`src/rtl/rca_pkg.sv`:
```
// Shared definitions for the ripple-carry accumulator: FSM encoding and per-set result width.
package rca_pkg;

    localparam int unsigned RES_W = 5;

    typedef enum logic [1:0] {
        IDLE,
        ACCUM,
        DONE
    } state_e;

endpackage

```
`src/rtl/rca.sv`:
```
// 4-bit ripple-carry adder: {cout,sum} = a + b + cin.
module rca (
    input  logic [3:0] a,
    input  logic [3:0] b,
    input  logic       cin,
    output logic [3:0] sum,
    output logic       cout
);

    logic c1, c2, c3;

    assign c1   = (a[0] & b[0]) | (cin & (a[0] ^ b[0]));
    assign c2   = (a[1] & b[1]) | (c1  & (a[1] ^ b[1]));
    assign c3   = (a[2] & b[2]) | (c2  & (a[2] ^ b[2]));
    assign cout = (a[3] & b[3]) | (c3  & (a[3] ^ b[3]));
    assign sum  = a ^ b ^ {c3, c2, c1, cin};

endmodule

```
`src/rtl/rca_accum.sv`:
```
// Sums N_OPS accepted rca results into an ACC_W-bit accumulator with a sticky overflow flag,
// then holds the total until the downstream consumer takes it.
module rca_accum
    import rca_pkg::*;
#(
    parameter int unsigned N_OPS = 4,
    parameter int unsigned ACC_W = 8
) (
    input  logic             clk,
    input  logic             rst_n,
    input  logic             clear,
    input  logic             in_valid,
    output logic             in_ready,
    input  logic [3:0]       a,
    input  logic [3:0]       b,
    input  logic             cin,
    output logic             out_valid,
    input  logic             out_ready,
    output logic [ACC_W-1:0] out_total,
    output logic             out_ovf
);

    logic [3:0]       sum4;
    logic             cout;
    logic [RES_W-1:0] res;
    logic [ACC_W-1:0] res_ext;
    logic [ACC_W:0]   acc_sum;
    logic             accept;

    state_e           state_q, state_d;
    logic [ACC_W-1:0] acc_q, acc_d;
    logic [3:0]       cnt_q, cnt_d;
    logic             ovf_q, ovf_d;
    // Holds in_ready low until the first edge after reset release.
    logic             live_q;

    rca u_rca (
        .a    (a),
        .b    (b),
        .cin  (cin),
        .sum  (sum4),
        .cout (cout)
    );

    assign res     = {cout, sum4};
    assign res_ext = {{(ACC_W - RES_W){1'b0}}, res};
    assign acc_sum = {1'b0, acc_q} + {1'b0, res_ext};

    assign in_ready  = live_q && (state_q != DONE);
    assign accept    = in_valid && in_ready;
    assign out_valid = (state_q == DONE);
    assign out_total = acc_q;
    assign out_ovf   = ovf_q;

    always_comb begin
        state_d = state_q;
        acc_d   = acc_q;
        cnt_d   = cnt_q;
        ovf_d   = ovf_q;
        unique case (state_q)
            IDLE: begin
                if (accept) begin
                    acc_d   = res_ext;
                    cnt_d   = 4'd1;
                    state_d = (N_OPS == 1) ? DONE : ACCUM;
                end
            end
            ACCUM: begin
                if (accept) begin
                    acc_d = acc_sum[ACC_W-1:0];
                    cnt_d = cnt_q + 4'd1;
                    ovf_d = ovf_q | acc_sum[ACC_W];
                    if (cnt_d == 4'(N_OPS)) begin
                        state_d = DONE;
                    end
                end
            end
            DONE: begin
                if (out_ready) begin
                    state_d = IDLE;
                    acc_d   = '0;
                    cnt_d   = '0;
                    ovf_d   = 1'b0;
                end
            end
            default: begin
                state_d = IDLE;
                acc_d   = '0;
                cnt_d   = '0;
                ovf_d   = 1'b0;
            end
        endcase
        if (clear) begin
            state_d = IDLE;
            acc_d   = '0;
            cnt_d   = '0;
            ovf_d   = 1'b0;
        end
    end

    always_ff @(posedge clk or negedge rst_n) begin
        if (!rst_n) begin
            state_q <= IDLE;
            acc_q   <= '0;
            cnt_q   <= '0;
            ovf_q   <= 1'b0;
            live_q  <= 1'b0;
        end else begin
            state_q <= state_d;
            acc_q   <= acc_d;
            cnt_q   <= cnt_d;
            ovf_q   <= ovf_d;
            live_q  <= 1'b1;
        end
    end

endmodule

```
`config.mk`:
```
export PLATFORM = sky130hd
export DESIGN_NAME = rca_accum
export DESIGN_NICKNAME = d
export VERILOG_FILES = /design/src/rtl/rca_pkg.sv /design/src/rtl/rca.sv /design/src/rtl/rca_accum.sv
export SDC_FILE = /design/constraint.sdc
export NUM_CORES = 1
export LEC_CHECK = 0
export CAP_MARGIN = 10
export CORE_ASPECT_RATIO = 0.7
export CORE_MARGIN = 5
export CORE_UTILIZATION = 50
export CTS_BUF_LIST = sky130_fd_sc_hd__clkbuf_16
export CTS_CLUSTER_SIZE = 28
export DETAILED_ROUTE_END_ITERATION = 8
export HOLD_SLACK_MARGIN = 0.15
export PLACE_DENSITY = 0.79
export SLEW_MARGIN = 10
export SYNTH_ARGS = -nofsm -noshare
export SYNTH_HDL_FRONTEND = slang
export SYNTH_SLANG_ARGS = --single-unit
```
`constraint.sdc`:
```
create_clock -name clk -period 2.1 [get_ports clk]
set_input_delay 0.63 -clock clk [delete_from_list [all_inputs] [get_ports clk]]
set_output_delay 0.63 -clock clk [all_outputs]
set_load 0.01 [all_outputs]
```
After elaboration in Yosys (flattened, before gate mapping). Index checks and enable logic that the tools add are counted.

Flip-flop bits (word level): 16. Bits in latches: 0. RAM bits: 0. Memory bits (read-only): 0. Bits of input ports: 14. Word-level logic and storage cells: 61. Memories: 0.

Add/sub/neg operators: 2. $mul: 0. Div/mod/pow operators: 0. Order comparisons: 0. Equal/unequal tests: 9. Shift operators: 0. Mux-type cells: 20. Bitwise gates (word level): 19. Reductions and logical operators: 6.

Operators by type and width (number): $mux 8 (4); $pmux 8 s3 (1); $mux 4 (4); $pmux 4 s3 (1); $mux 2 (5); $add 8x5->9 (1); $ne 3x3->1 const B (3); $and 1x1->1 (8); $xor 4x4->4 (2); $pmux 2 s3 (1); $reduce_and 3->1 (2); $or 1x1->1 (5); $add 4x1->4 const B (1); $eq 4x3->1 const B (1); $ne 2x2->1 const B (2); $reduce_and 4->1 (1); $xor 1x1->1 (4); $mux 1 (3); $ne 3x2->1 const B (1); $pmux 1 s3 (1); $eq 2x1->1 const B (1); $eq 2x2->1 const B (1); $logic_and 1x1->1 (2); $logic_not 2->1 (1).

Logic depth before layout (Yosys ltp). Gate-level depths: netlist of run 1.

Depth after elaboration: 14. Gate-level depth with buffers: 12. Depth with buffers taken out: 12.

By module. From an unflattened synthesis of run 1, not the netlist that was laid out.

Cells, all modules: 134. Area, all modules: 1241.2 sq um.

By module, submodules not included: rca_accum (instances 1, cells each 120, area an instance 1123.6 sq um, sequential area each 400.4 sq um); rca (instances 1, cells each 14, area an instance 117.6 sq um, sequential area each 0.0 sq um).

Worst setup path after synthesis of run 1. OpenSTA, ideal clock, no wires.

Kind: input to register. Start: input a[0]. End: register acc_q[7] (netlist: out_total[7]). Arrival time: 3.474 ns. Data required time: 2.031 ns. Path slack: -1.443 ns. Stages on the path: 12. Cell sequence: inv_1 -> fa_1 -> fa_1 -> fa_1 -> inv_1 -> fa_1 -> ha_1 -> o21ai_0 -> o21bai_1 -> a21oi_1 -> or4_1 -> nand3_1.

Cells in the longest elaborated chain, start to end: 13. Elaborated cells on any way between the ends: 16. Classes of those cells: add/sub: 1; mux: 3; bitwise: 12.

RTL lines: from (decl) (RTL line rca_accum.sv:14) `input logic [3:0] a,`; $xor 1x1->1 (RTL line rca.sv:12) `assign c1 = (a[0] & b[0]) | (cin & (a[0] ^ b[0]));`; $and 1x1->1 (RTL line rca.sv:12); $or 1x1->1 (RTL line rca.sv:12); $and 1x1->1 (RTL line rca.sv:13) `assign c2 = (a[1] & b[1]) | (c1 & (a[1] ^ b[1]));`; $or 1x1->1 (RTL line rca.sv:13); $and 1x1->1 (RTL line rca.sv:14) `assign c3 = (a[2] & b[2]) | (c2 & (a[2] ^ b[2]));`; $or 1x1->1 (RTL line rca.sv:14); $and 1x1->1 (RTL line rca.sv:15) `assign cout = (a[3] & b[3]) | (c3 & (a[3] ^ b[3]));`; $or 1x1->1 (RTL line rca.sv:15); $add 8x5->9 (*) (RTL line rca_accum.sv:47) `assign acc_sum = {1'b0, acc_q} + {1'b0, res_ext};`; $mux 8 (*) (RTL line rca_accum.sv:69) `if (accept) begin`; $pmux 8 s3 (*) (RTL line rca_accum.sv:60) `unique case (state_q)`; $mux 8 (*) (RTL line rca_accum.sv:93) `if (clear) begin`; to (signal assigned) (RTL line rca_accum.sv:104) `acc_q <= '0;`; to (signal assigned) (RTL line rca_accum.sv:110) `acc_q <= acc_d;`; to (decl) (RTL line rca_accum.sv:31) `logic [ACC_W-1:0] acc_q, acc_d;`.

Every way passes the cells marked *; elsewhere a longest branch is shown, timed or not. The select of a mux whose other input is x is not followed. A chain may end at the register's enable or synchronous reset.

Worst setup path after layout of run 1.
Start: input b[0]. End: register ovf_q (netlist: out_ovf).

Cells in the longest elaborated chain, start to end: 14. Elaborated cells on any way between the ends: 17. Classes of those cells: add/sub: 1; mux: 3; bitwise: 13.

RTL lines: from (decl) (RTL line rca_accum.sv:15) `input logic [3:0] b,`; $xor 1x1->1 (RTL line rca.sv:12); $and 1x1->1 (RTL line rca.sv:12); $or 1x1->1 (RTL line rca.sv:12); $and 1x1->1 (RTL line rca.sv:13); $or 1x1->1 (RTL line rca.sv:13); $and 1x1->1 (RTL line rca.sv:14); $or 1x1->1 (RTL line rca.sv:14); $and 1x1->1 (RTL line rca.sv:15); $or 1x1->1 (RTL line rca.sv:15); $add 8x5->9 (*) (RTL line rca_accum.sv:47); $or 1x1->1 (*) (RTL line rca_accum.sv:72) `ovf_d = ovf_q | acc_sum[ACC_W];`; $mux 1 (*) (RTL line rca_accum.sv:69); $pmux 1 s3 (*) (RTL line rca_accum.sv:60); $mux 1 (*) (RTL line rca_accum.sv:93); to (signal assigned) (RTL line rca_accum.sv:112) `ovf_q <= ovf_d;`; to (decl) (RTL line rca_accum.sv:33) `logic ovf_q, ovf_d;`.

Marks and branches as above.

==> summary.txt, run 1 <==
unrepaired setup endpoints after global routing = yes
worst-case clock buffer depth = 2
reg2reg path depth = 8
Core Area = 2150 µm²
Hold Buf Count CTS = 0
Synth top area share = 35.4%
WL/cell = 16.1 µm
chip width = 66.8 µm
worst reg-to-reg setup slack = 110 ps
CP Launch Type = input port
Final Net Count = 204
ys async rst share = 100%
crit path DAT = 3440 ps
DP Area = 1600 µm²
largest stage delay on the critical path = 450 ps
# diodes = 0
Sequential Area = 400 µm²
violated checks = negative setup slack
Max Freq = 303 MHz
Initial DRC Count = 58
ratio of cells with drive above 1 in the final layout = 28.8%
vias in the first global route = 1,133
Multi-input gate area = 713 µm²
Critical Path Fanout Max = 3
final wirelength = 3.37 mm
TritonCTS clock tree = done
critical register-to-register path endpoint = out_total[6]
biggest area consumer among synthesized cells = dfrtp_1
Syn Nets = 152
Pwr Total = 0.00120 W
top post-synthesis cells by count = nand2_1, dfrtp_1, inv_1
vias = 1,117
top-count cell post-synth = nand2_1
I/O pin count = 25
Post-synth EDFFs = 0
PD cells = 686 nW/µm²
CTS H-Tree Depth = 1
CP max-delay cell = fa_1
initial core utilization = 52.5%
WP data required = 2240 ps
status = finished, violations left
most frequent CP cell = fa_2
Gate Count Post-Synth = 126
period utilization = 157%
Hold Path Class = reg -> reg
Max Slew Vio Count = 0
total global-route track usage = 21.8%
first-pass GRT wire length = 5.33 mm
full die area = 3330 µm²
clock skew = 2.04 ps
GRT Residual Overflow = 0
Reg clk slew, reported paths = 50 ps
Post-Syn Area = 1130 µm²
Filler cells = 133
# port buffers = 24
CP endpoint kind = register
max cap viols = 0
Hold Vio Cnt, Final = 0
initial antenna violation count = 0
worst skew pair latency = 250 ps
largest net degree at the start of global routing = 17
Synth cell types = 38
P_leak = 0.818 nW
Area contributors post-synth = dfrtp_1, fa_1, ha_1
RePlAce Congestion = 0.843
fin cells = 209
Finished Cell Area = 1760 µm²
end of the critical path = out_ovf
HPWL Detailed = 2.37 mm
mean area per synthesized cell = 8.98 µm²
setup violators final = 8
FF+latch count, synth = 16
number of warnings issued by yosys = 0
RR Startpoint = out_total[0]
worst ir drop on vdd = 0.602 mV
Antenna Violating Nets Remaining = 0
Crit Path Class = in -> reg
placed instance count = 200
root buf cell = clkbuf_16
Top FF cell, synth = dfrtp_1
drt pass-1 iters = 4
DRC viols = 0
Die Ht = 49.8 µm
register area share after synthesis = 35.4%
via/cell ratio = 5.34
Final WS setup = -1200 ps
total number of clock tree sinks = 16
FP Rows = 14
P&R area growth vs syn = 55.2%
final worst path period need = 3300 ps
crit path cell chain = buf_6 > inv_4 > fa_2 > fa_2 > fa_2 > inv_2 > fa_1 > ha_4 > buf_4 > o21a_1 > o31a_1 > a41oi_1 > nor2_1
Critical Path Source = b[0]
TritonCTS Buffers = 3
## logic make-up (layout without fill, tap and decap cells)
kind of cell / count (synthesis) / in the layout / synth area share [%]
AND/OR/NAND/NOR: 39 / 39 / 17.0
flip-flops: 16 / 16 / 35.4
adder cells (fa/ha/maj): 12 / 12 / 16.6
other: 1 / 1 / 0.332
AO/OA/AOI/OAI: 36 / 36 / 21.9
buffers and inverters: 19 / 70 / 6.42
XOR/XNOR: 3 / 3 / 2.32
## layout by cell type, fill, tap and decap left out, types with 5 or more instances in the layout
master	count
nand2_1	17
nor2_1	7
ha_1	5
buf_4	22
buf_6	5
clkdlybuf4s50_1	18
dfrtp_1	16
o21ai_0	8
inv_1	11
## metrics by stage
step | worst slack (ps) | hold slack (ps) | setup TNS [ps] | util (%)
after floorplan | -1280 | 334 | -7570 | -
after global placement | -1940 | 490 | -13500 | 74.3
after detailed placement | -2020 | 518 | -14170 | 74.3
after CTS | -1210 | 525 | -7030 | 79.8
after global routing | -1280 | 556 | -7960 | 81.5
final | -1200 | 527 | -7300 | 81.5
## layer usage
layer  GRT usage [%]  wire length, µm  up-vias
met5               0                0        -
met4            5.07               54        0
met3            5.45              179        6
met2            35.9             1690       30
met1            28.6             1450      546
li1                -                -      535
## flip-flops by register name (all words and copies together) (netlist names)
register   cells
out_total      8
live_q         1
cnt_q          4
out_ovf        1
state_q        2
## layout make-up
type                    instances  area share (%)
multi-input cells              91            40.6
flip-flops and latches         16            22.8
clock inverters                 1           0.214
well taps                      32            2.28
clock buffers                   3            4.28
inverters                      16            3.99
repair buffers                 50            25.8
## worst min path at each step
stage,startpoint,endpoint,slack [ps],depth (start not counted)
6_report,out_total[0],out_total[0],530,2
3_5_place_dp,out_ovf,out_ovf,520,2
2_1_floorplan,rst_n,cnt_q[0],330,0
3_3_place_gp,out_ovf,out_ovf,490,2
4_1_cts,out_ovf,out_ovf,530,2
5_1_grt,cnt_q[3],cnt_q[3],560,1
## power breakdown
part	internal, W	switching [W]
combinational	0.000261	0.000206
clock	0.000253	0.000131
sequential	0.000329	0.0000238
## critical path, delay by kind of cell
family	cells	cell delay, ps
compound gates	3	660
fa+ha+maj	5	1790
simple gates	1	70
buf+inv	4	290
## what timing repair did
item	4_1_cts	5_1_grt
pin swaps	9	7
gates resized for setup	21	5
buffers inserted	3	2
cloned	0	0
setup endpoints to repair	10	8
Power figures use the tool's default switching activity.
==> inputs of run 2 (changes only) <==
--- a/config.mk
+++ b/config.mk
@@ -8,12 +8,12 @@
 export CAP_MARGIN = 10
 export CORE_ASPECT_RATIO = 0.7
 export CORE_MARGIN = 5
-export CORE_UTILIZATION = 50
+export CORE_UTILIZATION = 53
 export CTS_BUF_LIST = sky130_fd_sc_hd__clkbuf_16
 export CTS_CLUSTER_SIZE = 28
 export DETAILED_ROUTE_END_ITERATION = 8
 export HOLD_SLACK_MARGIN = 0.15
-export PLACE_DENSITY = 0.79
+export PLACE_DENSITY = 0.83
 export SLEW_MARGIN = 10
 export SYNTH_ARGS = -nofsm -noshare
 export SYNTH_HDL_FRONTEND = slang
==> constraint.sdc (replaced) <==
create_clock -name clk -period 4.3 [get_ports clk]
set_input_delay 1.29 -clock clk [delete_from_list [all_inputs] [get_ports clk]]
set_output_delay 1.29 -clock clk [all_outputs]
set_load 0.01 [all_outputs]
==> run 2 against run 1 <==
Net effect: the flow now finishes without violations; worst setup slack improved by 1300 ps; register-to-register slack gained 2200 ps; via count down 9.0%; global-route usage fell by 2.4 points; core utilization is 8.1 points lower; critical path type unchanged.
==> summary.txt, run 2 (same netlist as run 1, synthesis figures left out) <==
status = finished, final reports clean
Critical Path Source = cin
HPWL Detailed = 2.07 mm (-13%)
critical register-to-register path endpoint = out_total[6]
met1 WL = 1.18 mm (-19%)
GRT Residual Overflow = 0 (unchanged)
Crit Path Class = in -> reg
drt pass-1 iters = 5 (+1)
CP max-delay cell = fa_1
initial core utilization = 54.3% (+1.8 points)
Final Util = 73.3% (-8.1 points)
total number of clock tree sinks = 16 (unchanged)
max reg flops = 8 (unchanged)
period utilization = 97.8%
final wirelength = 2.86 mm (-15%)
Final Net Count = 182 (-11%)
worst ir drop on vdd = 0.222 mV (-63%)
P&R area growth vs syn = 35.2%
unrepaired setup endpoints after global routing = no
normalized max-slew margin = 51.4%
RePlAce Congestion = 0.835 (-0.98%)
first-pass GRT wire length = 4.82 mm (-9.6%)
vias = 1,017 (-9.0%)
Critical Path Fanout Max = 4 (+1)
Max Freq = 238 MHz
Antenna Violating Nets Remaining = 0 (unchanged)
I/O pin count = 25 (unchanged)
TritonCTS Buffers = 3 (unchanged)
WL/cell = 16.1 µm (-0.35%)
reg2reg path depth = 8 (unchanged)
Highest Signal Layer = met4
DRC viols = 0 (unchanged)
most frequent cells in the layout = clkdlybuf4s50_1, nand2_1, dfrtp_1
Max Slew Vio Count = 0 (unchanged)
largest stage delay on the critical path = 470 ps (+20 ps)
Filler cells = 147 (+11%)
CP endpoint kind = register
Core Area = 2080 µm² (-3.3%)
initial antenna violation count = 0 (unchanged)
Hold Path Class = reg -> reg
TritonCTS clock tree = done
full die area = 3170 µm² (-4.7%)
DP Area = 1410 µm² (-12%)
RR Startpoint = out_total[0]
most common cell after layout, fill and taps aside = clkdlybuf4s50_1
# diodes = 0 (unchanged)
worst skew pair latency = 240 ps (about the same)
Initial DRC Count = 95 (+64%)
chip width = 65.2 µm (-2.4%)
vias in the first global route = 1,048 (-7.5%)
PD cells = 338 nW/µm² (-51%)
worst slew pin tran = 726 ps
crit path DAT = 4390 ps (+950 ps)
worst reg-to-reg setup slack = 2350 ps (+2240 ps)
largest net degree at the start of global routing = 23 (+6)
metal2 WL = 1.54 mm (-9.0%)
Hold Vio Cnt, Final = 0 (unchanged)
P_leak = 0.695 nW (-15%)
Reg clk slew, reported paths = 50 ps (about the same)
WP data required = 4480 ps (+2240 ps)
FP Rows = 14 (unchanged)
clock skew = 0.559 ps (-1.48 ps)
ratio of cells with drive above 1 in the final layout = 14.3% (-15 points)
most frequent CP cell = fa_2
CTS H-Tree Depth = 1 (unchanged)
met3 wire length = 142 µm (-21%)
worst-case clock buffer depth = 2 (unchanged)
root buf cell = clkbuf_16
final worst path period need = 4210 ps
crit path cell chain = dlygate4sd2_1 > inv_2 > fa_2 > fa_2 > fa_2 > inv_2 > fa_1 > ha_4 > o21ai_2 > o21bai_1 > a21oi_2 > or4_1 > nand3_1
max cap viols = 0 (unchanged)
setup violators final = 0 (-8)
# port buffers = 24 (unchanged)
total global-route track usage = 19.4% (-2.4 points)
via/cell ratio = 5.71 (+6.9%)
Die Ht = 48.7 µm (-2.3%)
end of the critical path = out_total[7]
CP Launch Type = input port
Finished Cell Area = 1530 µm² (-13%)
==> run 2: worst min-delay path by stage <==
stage                     startpoint  endpoint  slack (ps)  cells after the start
after floorplan             cnt_q[3]  cnt_q[3]         490                      1
after global placement       out_ovf   out_ovf         490                      2
after detailed placement     out_ovf   out_ovf         500                      2
after CTS                    out_ovf   out_ovf         520                      2
after global routing        cnt_q[3]  cnt_q[3]         550                      1
final                        out_ovf   out_ovf         520                      2
==> run 2: per-layer routing <==
layer | up-vias | global-route usage, %
li1 | 489 | -
met1 | 494 | 23.6
met2 | 32 | 33.8
met3 | 2 | 5.56
met4 | 0 | 4.14
met5 | - | 0
==> run 2: area by class of cell <==
cell class | instances | area, µm² | area share [%]
clock buffers | 3 | 75.1 | 4.91
multi-input cells | 91 | 693 | 45.3
well taps | 24 | 30.0 | 1.96
flip-flops and latches | 16 | 400 | 26.2
inverters | 16 | 60.1 | 3.93
repair buffers | 28 | 270 | 17.7
==> run 2: where the power goes <==
part	internal [W]	switching [W]
sequential	0.000161	0.0000130
clock	0.000122	0.0000531
combinational	0.0000863	0.0000813
total	0.000369	0.000147
==> run 2: stage by stage <==
step / hold WS, ps / std cells / total power, W / worst slack (ps) / TNS [ps]
5_1_grt: 549 / 178 / 0.000548 / 4.77 / 0
6_report: 516 / 178 / 0.000516 / 92.6 / 0
2_1_floorplan: 486 / 126 / 0.000259 / 97.0 / 0
3_3_place_gp: 492 / 174 / 0.000313 / -410 / -1640
3_5_place_dp: 501 / 174 / 0.000323 / -561 / -2300
4_1_cts: 519 / 178 / 0.000512 / 105 / 0
==> run 2: critical path: cells and delay by family <==
family	cells	cell delay [ps]
adders and majority gates	5	1910
and+or+nand+nor	2	500
AOI/OAI and AO/OA	3	350
buffers and inverters	3	310
==> run 2: repair_timing <==
item                       CTS  global route
pin swaps                   12             1
setup buffers                1             0
resized for setup           14             1
setup endpoints to repair    5             4
hold buffers                 0             0
